--- src/rtl/alu_seq_pkg.sv ---
// Shared encodings for the ALU operation sequencer.
// Opcodes, decode masks, ALU codes and FSM states.
package alu_seq_pkg;

  localparam logic [2:0] OP_AND   = 3'b000;
  localparam logic [2:0] OP_OR    = 3'b001;
  localparam logic [2:0] OP_ADD   = 3'b010;
  localparam logic [2:0] OP_SUB   = 3'b011;
  localparam logic [2:0] OP_ADD64 = 3'b110;
  localparam logic [2:0] OP_SUB64 = 3'b111;

  // Decode masks indexed by req_op
  localparam logic [7:0] LEGAL  = 8'b1100_1111;
  localparam logic [7:0] IS64   = 8'b1100_0000;
  localparam logic [7:0] IS_SUB = 8'b1000_1000;

  localparam logic [1:0] ALU_AND = 2'b00;
  localparam logic [1:0] ALU_OR  = 2'b01;
  localparam logic [1:0] ALU_ADD = 2'b10;

  typedef enum logic [2:0] {
    S_IDLE = 3'd0,
    S_LO   = 3'd1,
    S_HI   = 3'd2,
    S_FIX  = 3'd3,
    S_RESP = 3'd4
  } state_t;

  function automatic logic [1:0] alu_code(
    input logic [1:0] op
  );
    logic [1:0] c;
    c = ALU_ADD;
    if (op == 2'b00) c = ALU_AND;
    if (op == 2'b01) c = ALU_OR;
    return c;
  endfunction

endpackage

--- src/rtl/alu_op_sequencer.sv ---
// Sequences 32/64-bit ALU requests over a 32-bit combinational ALU.
// 64-bit ADD/SUB take a low pass, a high pass, and an optional carry fix.
module alu_op_sequencer
  import alu_seq_pkg::*;
(
  input  logic        clk,
  input  logic        reset,
  input  logic        req_valid,
  output logic        req_ready,
  input  logic [2:0]  req_op,
  input  logic [63:0] req_a,
  input  logic [63:0] req_b,
  output logic [31:0] alu_a,
  output logic [31:0] alu_b,
  output logic        alu_binvert,
  output logic        alu_carryin,
  output logic [1:0]  alu_operation,
  input  logic [31:0] alu_result,
  input  logic        alu_carryout,
  output logic        rsp_valid,
  input  logic        rsp_ready,
  output logic [63:0] rsp_result,
  output logic        rsp_carry,
  output logic        rsp_zero,
  output logic        rsp_err
);

  state_t      state;
  logic [2:0]  op;
  logic [63:0] a;
  logic [63:0] b;
  logic [31:0] res_lo;
  logic        c_lo;
  logic        c_hi;

  assign alu_carryin = 1'b0;

  always_ff @(posedge clk) begin
    if (reset) begin
      state         <= S_IDLE;
      op            <= 3'b000;
      a             <= 64'h0;
      b             <= 64'h0;
      res_lo        <= 32'h0;
      c_lo          <= 1'b0;
      c_hi          <= 1'b0;
      req_ready     <= 1'b1;
      rsp_valid     <= 1'b0;
      rsp_result    <= 64'h0;
      rsp_carry     <= 1'b0;
      rsp_zero      <= 1'b0;
      rsp_err       <= 1'b0;
      alu_a         <= 32'h0;
      alu_b         <= 32'h0;
      alu_binvert   <= 1'b0;
      alu_operation <= ALU_AND;
    end else begin
      unique case (state)
        S_IDLE: begin
          if (req_valid) begin
            op        <= req_op;
            a         <= req_a;
            b         <= req_b;
            req_ready <= 1'b0;
            if (!LEGAL[req_op]) begin
              state      <= S_RESP;
              rsp_valid  <= 1'b1;
              rsp_err    <= 1'b1;
              rsp_result <= 64'h0;
              rsp_carry  <= 1'b0;
              rsp_zero   <= 1'b1;
            end else begin
              state         <= S_LO;
              rsp_err       <= 1'b0;
              alu_a         <= req_a[31:0];
              alu_b         <= req_b[31:0];
              alu_binvert   <= IS_SUB[req_op];
              alu_operation <= alu_code(req_op[1:0]);
            end
          end
        end
        S_LO: begin
          res_lo <= alu_result;
          c_lo   <= alu_carryout;
          if (IS64[op]) begin
            state <= S_HI;
            alu_a <= a[63:32];
            alu_b <= b[63:32];
          end else begin
            state      <= S_RESP;
            rsp_valid  <= 1'b1;
            rsp_result <= {32'h0, alu_result};
            rsp_zero   <= (alu_result == 32'h0);
            rsp_carry  <= (alu_operation == ALU_ADD) & alu_carryout;
          end
        end
        S_HI: begin
          c_hi <= alu_carryout;
          // High pass used carry-in = binvert; correct it when c_lo differs
          if (c_lo == alu_binvert) begin
            state      <= S_RESP;
            rsp_valid  <= 1'b1;
            rsp_result <= {alu_result, res_lo};
            rsp_zero   <= ({alu_result, res_lo} == 64'h0);
            rsp_carry  <= alu_carryout;
          end else begin
            state       <= S_FIX;
            alu_a       <= alu_result;
            alu_b       <= IS_SUB[op] ? 32'hFFFF_FFFF : 32'h1;
            alu_binvert <= 1'b0;
          end
        end
        S_FIX: begin
          state      <= S_RESP;
          rsp_valid  <= 1'b1;
          rsp_result <= {alu_result, res_lo};
          rsp_zero   <= ({alu_result, res_lo} == 64'h0);
          rsp_carry  <= IS_SUB[op] ? (c_hi & alu_carryout)
                                   : (c_hi | alu_carryout);
        end
        S_RESP: begin
          if (rsp_ready) begin
            state     <= S_IDLE;
            rsp_valid <= 1'b0;
            req_ready <= 1'b1;
          end
        end
        default: begin
          state     <= S_IDLE;
          rsp_valid <= 1'b0;
          req_ready <= 1'b1;
        end
      endcase
    end
  end

endmodule

--- config.mk ---
export PLATFORM = sky130hd
export DESIGN_NAME = alu_op_sequencer
export DESIGN_NICKNAME = d
export VERILOG_FILES = /design/src/rtl/alu_seq_pkg.sv /design/src/rtl/alu_op_sequencer.sv
export SDC_FILE = /design/constraint.sdc
export NUM_CORES = 1
export LEC_CHECK = 0
export CAP_MARGIN = 20
export CORE_UTILIZATION = 50
export CTS_CLUSTER_DIAMETER = 100
export DETAILED_ROUTE_END_ITERATION = 10
export PLACE_DENSITY = 0.92
export SYNTH_ARGS = -nofsm -noshare
export SYNTH_HDL_FRONTEND = slang
export SYNTH_SLANG_ARGS = --single-unit
--- constraint.sdc ---
create_clock -name clk -period 4.8 [get_ports clk]
set_input_delay 0.48 -clock clk [delete_from_list [all_inputs] [get_ports clk]]
set_output_delay 0.48 -clock clk [all_outputs]
set_load 0.05 [all_outputs]
=== Yosys cells after proc, flatten, opt, wreduce, memory -nomap -nowiden ===
Memories as Yosys holds them, arrays and structs flattened. A register that Yosys moved wholly into a read port is not among the register bits.
Index checks and enable logic that the tools add are counted.

* Logic and storage cells: 113
* Bits of input ports: 168
* Bits in latches: 0
* Register bits after elaboration: 304
* Output and inout bits: 137
* Memories: 4
* Bits in writable memories: 0
* ROM bits: 32

{| class="wikitable"
|+ Memories
! name !! depth !! bits a word !! read ports !! clocked after memory_dff !! write ports !! line !! RTL
|-
| (no name shown) || 8 || 1 || 1 || 1 || 0 || alu_op_sequencer.sv:118 || <nowiki>rsp_carry <= IS_SUB[op] ? (c_hi & alu_carryout)</nowiki>
|-
| (no name shown) || 8 || 1 || 1 || 1 || 0 || alu_op_sequencer.sv:85 || <nowiki>if (IS64[op]) begin</nowiki>
|-
| (no name shown) || 8 || 1 || 1 || 0 || 0 || alu_op_sequencer.sv:77 || <nowiki>alu_binvert <= IS_SUB[req_op];</nowiki>
|-
| (no name shown) || 8 || 1 || 1 || 0 || 0 || alu_op_sequencer.sv:65 || <nowiki>if (!LEGAL[req_op]) begin</nowiki>
|}

* Magnitude comparators: 2
* Reductions and logical operators: 16
* Bitwise gates (word level): 4
* Eq/ne operators: 15
* $mul: 0
* Muxes and demuxes: 55
* Shift-type cells: 0
* Add/sub/neg operators: 0
* Div/mod/pow operators: 0

{| class="wikitable"
|+ Operators with widths
! cell !! count
|-
| 32-bit 2-to-1 mux || 9
|-
| 64-bit 2-to-1 mux || 4
|-
| 64-bit case mux with 4 select lines || 1
|-
| 32-bit case mux with 3 select lines || 2
|-
| 64-bit logical NOT || 1
|-
| 32-bit logical NOT || 1
|-
| 3-bit 2-to-1 mux || 9
|-
| 1-bit 2-to-1 mux || 22
|-
| 2-bit != test (second input constant) || 8
|-
| 3-bit case mux with 5 select lines || 1
|-
| 5-bit AND reduction || 3
|-
| 3-bit by 4-bit < comparator with 1-bit output (second input constant) || 2
|-
| 1-bit case mux with 4 select lines || 2
|-
| 3-bit by 2-bit == test with 1-bit output (second input constant) || 2
|-
| 3-bit AND reduction || 2
|-
| 1-bit case mux with 5 select lines || 1
|-
| 2-bit 2-to-1 mux || 2
|-
| 2-bit AND reduction || 2
|-
| 4-bit AND reduction || 1
|-
| 4-bit nonzero test || 1
|-
| 3-bit by 1-bit == test with 1-bit output (second input constant) || 1
|-
| 3-bit == test (second input constant) || 1
|-
| 3-bit logical NOT || 1
|-
| 1-bit case mux with 3 select lines || 1
|-
| other kinds (11) || 12
|}

=== Depth between registers and ports, before layout ===
* Depth after elaboration: 5
* Mapped depth: 9
* Gate-level depth less buffers: 5

=== Least setup slack after synthesis ===
OpenSTA, ideal clock, no wires.

* Path kind: reg-to-reg
* From: register state[2]
* To: register alu_b[10]
* Path buffers: 3
* Slack: 2866 ps
* Period minus slack after synthesis: 1934 ps
* Cell stages (with the launch flop): 9
* Setup time: 134 ps
* Data arrival time: 1800 ps
* Required time: 4666 ps
* Path through: dfxtp_1 -> buf_2 -> or2_2 -> o32ai_2 -> o31a_1 -> buf_4 -> a21boi_2 -> buf_4 -> a211oi_1

* Longest elaborated chain between the ends: 3
* Elaborated cells on any way between the ends: 10
* Classes of those cells: 6 x eq/ne; 1 x mux; 3 x reduce/logical

{| class="wikitable"
|+ RTL lines
! what !! line !! RTL
|-
| from (decl) || alu_op_sequencer.sv:28 || <nowiki>state_t state;</nowiki>
|-
| from (signal assigned) || alu_op_sequencer.sv:40 || <nowiki>state <= S_IDLE;</nowiki>
|-
| from (signal assigned) || alu_op_sequencer.sv:66 || <nowiki>state <= S_RESP;</nowiki>
|-
| from (signal assigned) || alu_op_sequencer.sv:73 || <nowiki>state <= S_LO;</nowiki>
|-
| 3-bit by 2-bit == test with 1-bit output, or another cell as far along || alu_op_sequencer.sv:58 || <nowiki>unique case (state)</nowiki>
|-
| 2-bit != test (no line) / 3-bit nonzero test (equally long branches) || - ||
|-
| 5-bit AND reduction (no line) || - ||
|-
| to (signal assigned) || alu_op_sequencer.sv:76 || <nowiki>alu_b <= req_b[31:0];</nowiki>
|-
| to (signal assigned) || alu_op_sequencer.sv:88 || <nowiki>alu_b <= b[63:32];</nowiki>
|-
| to (signal assigned) || alu_op_sequencer.sv:109 || <nowiki>alu_b <= IS_SUB[op] ? 32'hFFFF_FFFF : 32'h1;</nowiki>
|-
| to (decl) || alu_op_sequencer.sv:14 || <nowiki>output logic [31:0] alu_b,</nowiki>
|}

Parallel ways exist; a longest one is shown, timed or not.
A chain may end at the register's enable or synchronous reset.

=== Worst setup path in the final report ===
* From: register state[2]
* To: register alu_b[8]

The elaborated chain is that of the path after synthesis.

==> results.ini <==
[floorplanning]
fp.dieW_um = 139
dieArea_um2 = 19400
start_util_pct = 51.6
core_um2 = 18200
die_h_um = 139
ios = 305
rows = 49

[yosys]
syn_avg_cell_area_um2 = 8.19
synth_top_area_share_pct = 51.5
ys_warn_count = 0
synth_fa_ha_area_share_pct = 0
synth.area.top_cells = dfxtp_1 (52%), nand2_1 (12%), a21oi_1 (7.4%)
synth_compound_area_share_pct = 22.2
yosys.area.top_type = dfxtp_1
ys_seq_elements = 242
async_reset_ff_share_pct = 0
yosysUniqueCellTypes = 35
synth.area.mux_share_pct = 0.213
synthCells = 1148
yosys.cell_count.top_type = nand2_1
synth-xor-area-share_pct = 0.0931
syn_nets = 1316
synth-edff-count = 0
seq_area_frac_synth_pct = 51.5
mappedNetlistArea_um2 = 9400
synth_top_family_by_area = compound AO/OA/AOI/OAI gates
netlist_top_cells_count = nand2_1 (303), dfxtp_1 (242), a21oi_1 (139)
synth_ff_type = dfxtp_1
synth-simple-area-share_pct = 21.1

[global_route]
grt_pass1_vias = 8871
antenna_found_initial = 1
gr-usage-all-layers_pct = 29.6
grt_max_degree = 152
grt_remaining_overflow = 0
grt_pass1_wl_um = 46200

[timing]
fin_tns_setup_ps = 0
fin_crit_ps = 2910
finalSetupViolCount = 0
maxSlewHeadroom_pct = 25.8
rsz0062_at_grt = no
finalHoldViolations = 0
slew_violations = 0
worst_slew_pin_slew_ps = 1110
fmax_ghz = 0.344
fin_crit_sh_pct = 60.5
skew_ps = 9.38

[drt]
vias = 9506
drt_iter0_drc = 762
detail-route-antenna-nets = 0
drtPass1Iterations = 11
wl_per_cell_um = 17.9
avgViaCountPerCell = 5.83
drt-total-wl_um = 29200
drc = 18

[pwr]
vdd_drop_max_mv = 0.345
powerDensity_nw_per_um2 = 436
finalPower_mw = 5.74
leakagePower_nw = 4.63

[final_layout]
nets = 1553
drive_gt1_share_pct = 4.29
syn_to_final_growth_pct = 40.2

[worst_hold_path]
holdPathStages = 2
hold_start = rsp_valid
hold_class = flop to flop
worst_hold_path.endpoint = rsp_valid

[worst_setup_path]
reg2reg_slack_ps = 1890
rr_startpoint = state[2]
path_class = flop to flop
r2r-end = alu_b[8]
crit_path_end_kind = flop
worst-path-max-fanout = 31
worst_ep_arrival_time_ps = 3230
r2r_cells = 6
cp-start-kind = flop
crit_required_ps = 5130

[placed_design]
io_buffers = 303
dp_hpwl_um = 19600
place_congestion = 0.873

[run_status]
failed_checks = design-rule violations
outcome = finished with violations

[clocking]
cts-root-buf = clkbuf_16
clkTransAtPathRegs_ps = 60
cts_tree = built
cts_buffer_depth = 3
cts_htree_levels = 1
postCtsResizedCells = 0
insertion_delay_ps = 510
clkSinkCount = 242
cts.hold.buffers_added = 0
post-cts-setup-buffers = 0
cts_buffers = 24

[job]
drv_cap = 0

## power by group
part / total [mW] / internal, mW / switching, mW / leakage, nW
Clock: 1.85 / 1.10 / 0.750 / 0.379
Sequential: 2.34 / 2.21 / 0.126 / 1.98
Combinational: 1.55 / 0.540 / 1.01 / 2.27
## how the worst max path moves through the flow
stage | startpoint | endpoint | slack [ps] | depth (start not counted)
final | state[2] | alu_b[8] | 1890 | 6
after global routing | state[2] | alu_b[8] | 1730 | 6
after CTS | state[2] | alu_b[9] | 1910 | 6
after detailed placement | req_op[1] | alu_b[9] | 1640 | 7
after global placement | req_op[1] | alu_b[10] | 1750 | 7
after floorplan | state[2] | alu_b[10] | 2870 | 8
## layout by cell type, fill, tap and decap left out, types with 2 or more instances in the layout
cell,instances
mux2i_1,2
a22oi_1,64
nand3_1,35
buf_12,2
nor2_4,3
nor2_1,104
clkbuf_1,8
o21bai_1,2
nand4_1,3
dfxtp_1,242
a211oi_1,31
a311oi_1,66
o21ai_0,4
bufinv_16,2
nand4b_1,2
nor2b_1,5
buf_4,10
nor2b_4,2
or2_2,3
clkbuf_8,3
clkinv_2,3
nor3_1,4
clkdlybuf4s50_1,302
a21oi_1,139
nand2_1,303
or3b_2,2
nor4_1,16
clkbuf_16,25
## cells by family (layout without fill, tap and decap cells)
kind of cell              count (synthesis)  after routing
DFF                                     242            242
other                                     1              2
xor gates and xnor gates                  1              1
and+or+nand+nor                         486            486
buffers and inverters                   104            356
AOI/OAI and AO/OA                       312            312
muxes                                     2              2
## flip-flops by register name (all words and copies together) (netlist names), named ones only
name	cells
alu_b	32
rsp_err	1
c_lo	1
c_hi	1
req_ready	1
alu_a	32
alu_operation	2
a	32
res_lo	32
rsp_carry	1
op	3
rsp_result	64
rsp_valid	1
b	32
state	3
alu_binvert	1
rsp_zero	1
## final cells by class
type,count,area (µm²)
timing repair buffer,315,3150
antenna,1,2.50
sequential,242,4840
multi-input combinational,802,4130
fill,1343,5020
tap,229,287
clock buffer,36,697
clock inverter,5,75.1
## through the flow
step           utilization, %  cells  hold slack, ps  cell area (µm²)  setup slack (ps)
6_report                 72.4   1630             453            13200              1890
5_1_grt                  72.4   1630             468            13200              1730
4_1_cts                  72.4   1629             453            13200              1910
3_5_place_dp             68.2   1588             445            12400              1640
3_3_place_gp             68.2   1588             437            12400              1750
2_1_floorplan               -   1148             434             9400              2870
## routing by layer
layer  track usage [%]  vias up  wire length [µm]
li1                  -     4502                 -
met1              36.6     4462             11000
met2              50.5      471             14400
met3              6.66       71              2900
met4              10.6        0               964
met5                 0        -                 0
## worst max-delay path: stages (launching register included)
cell and delay (ps):
dfxtp_1 440, or3b_2 600, o32ai_2 250, o31a_2 650
a21boi_2 260, buf_4 350, a211oi_1 160
(Power assumes the default switching activity.)
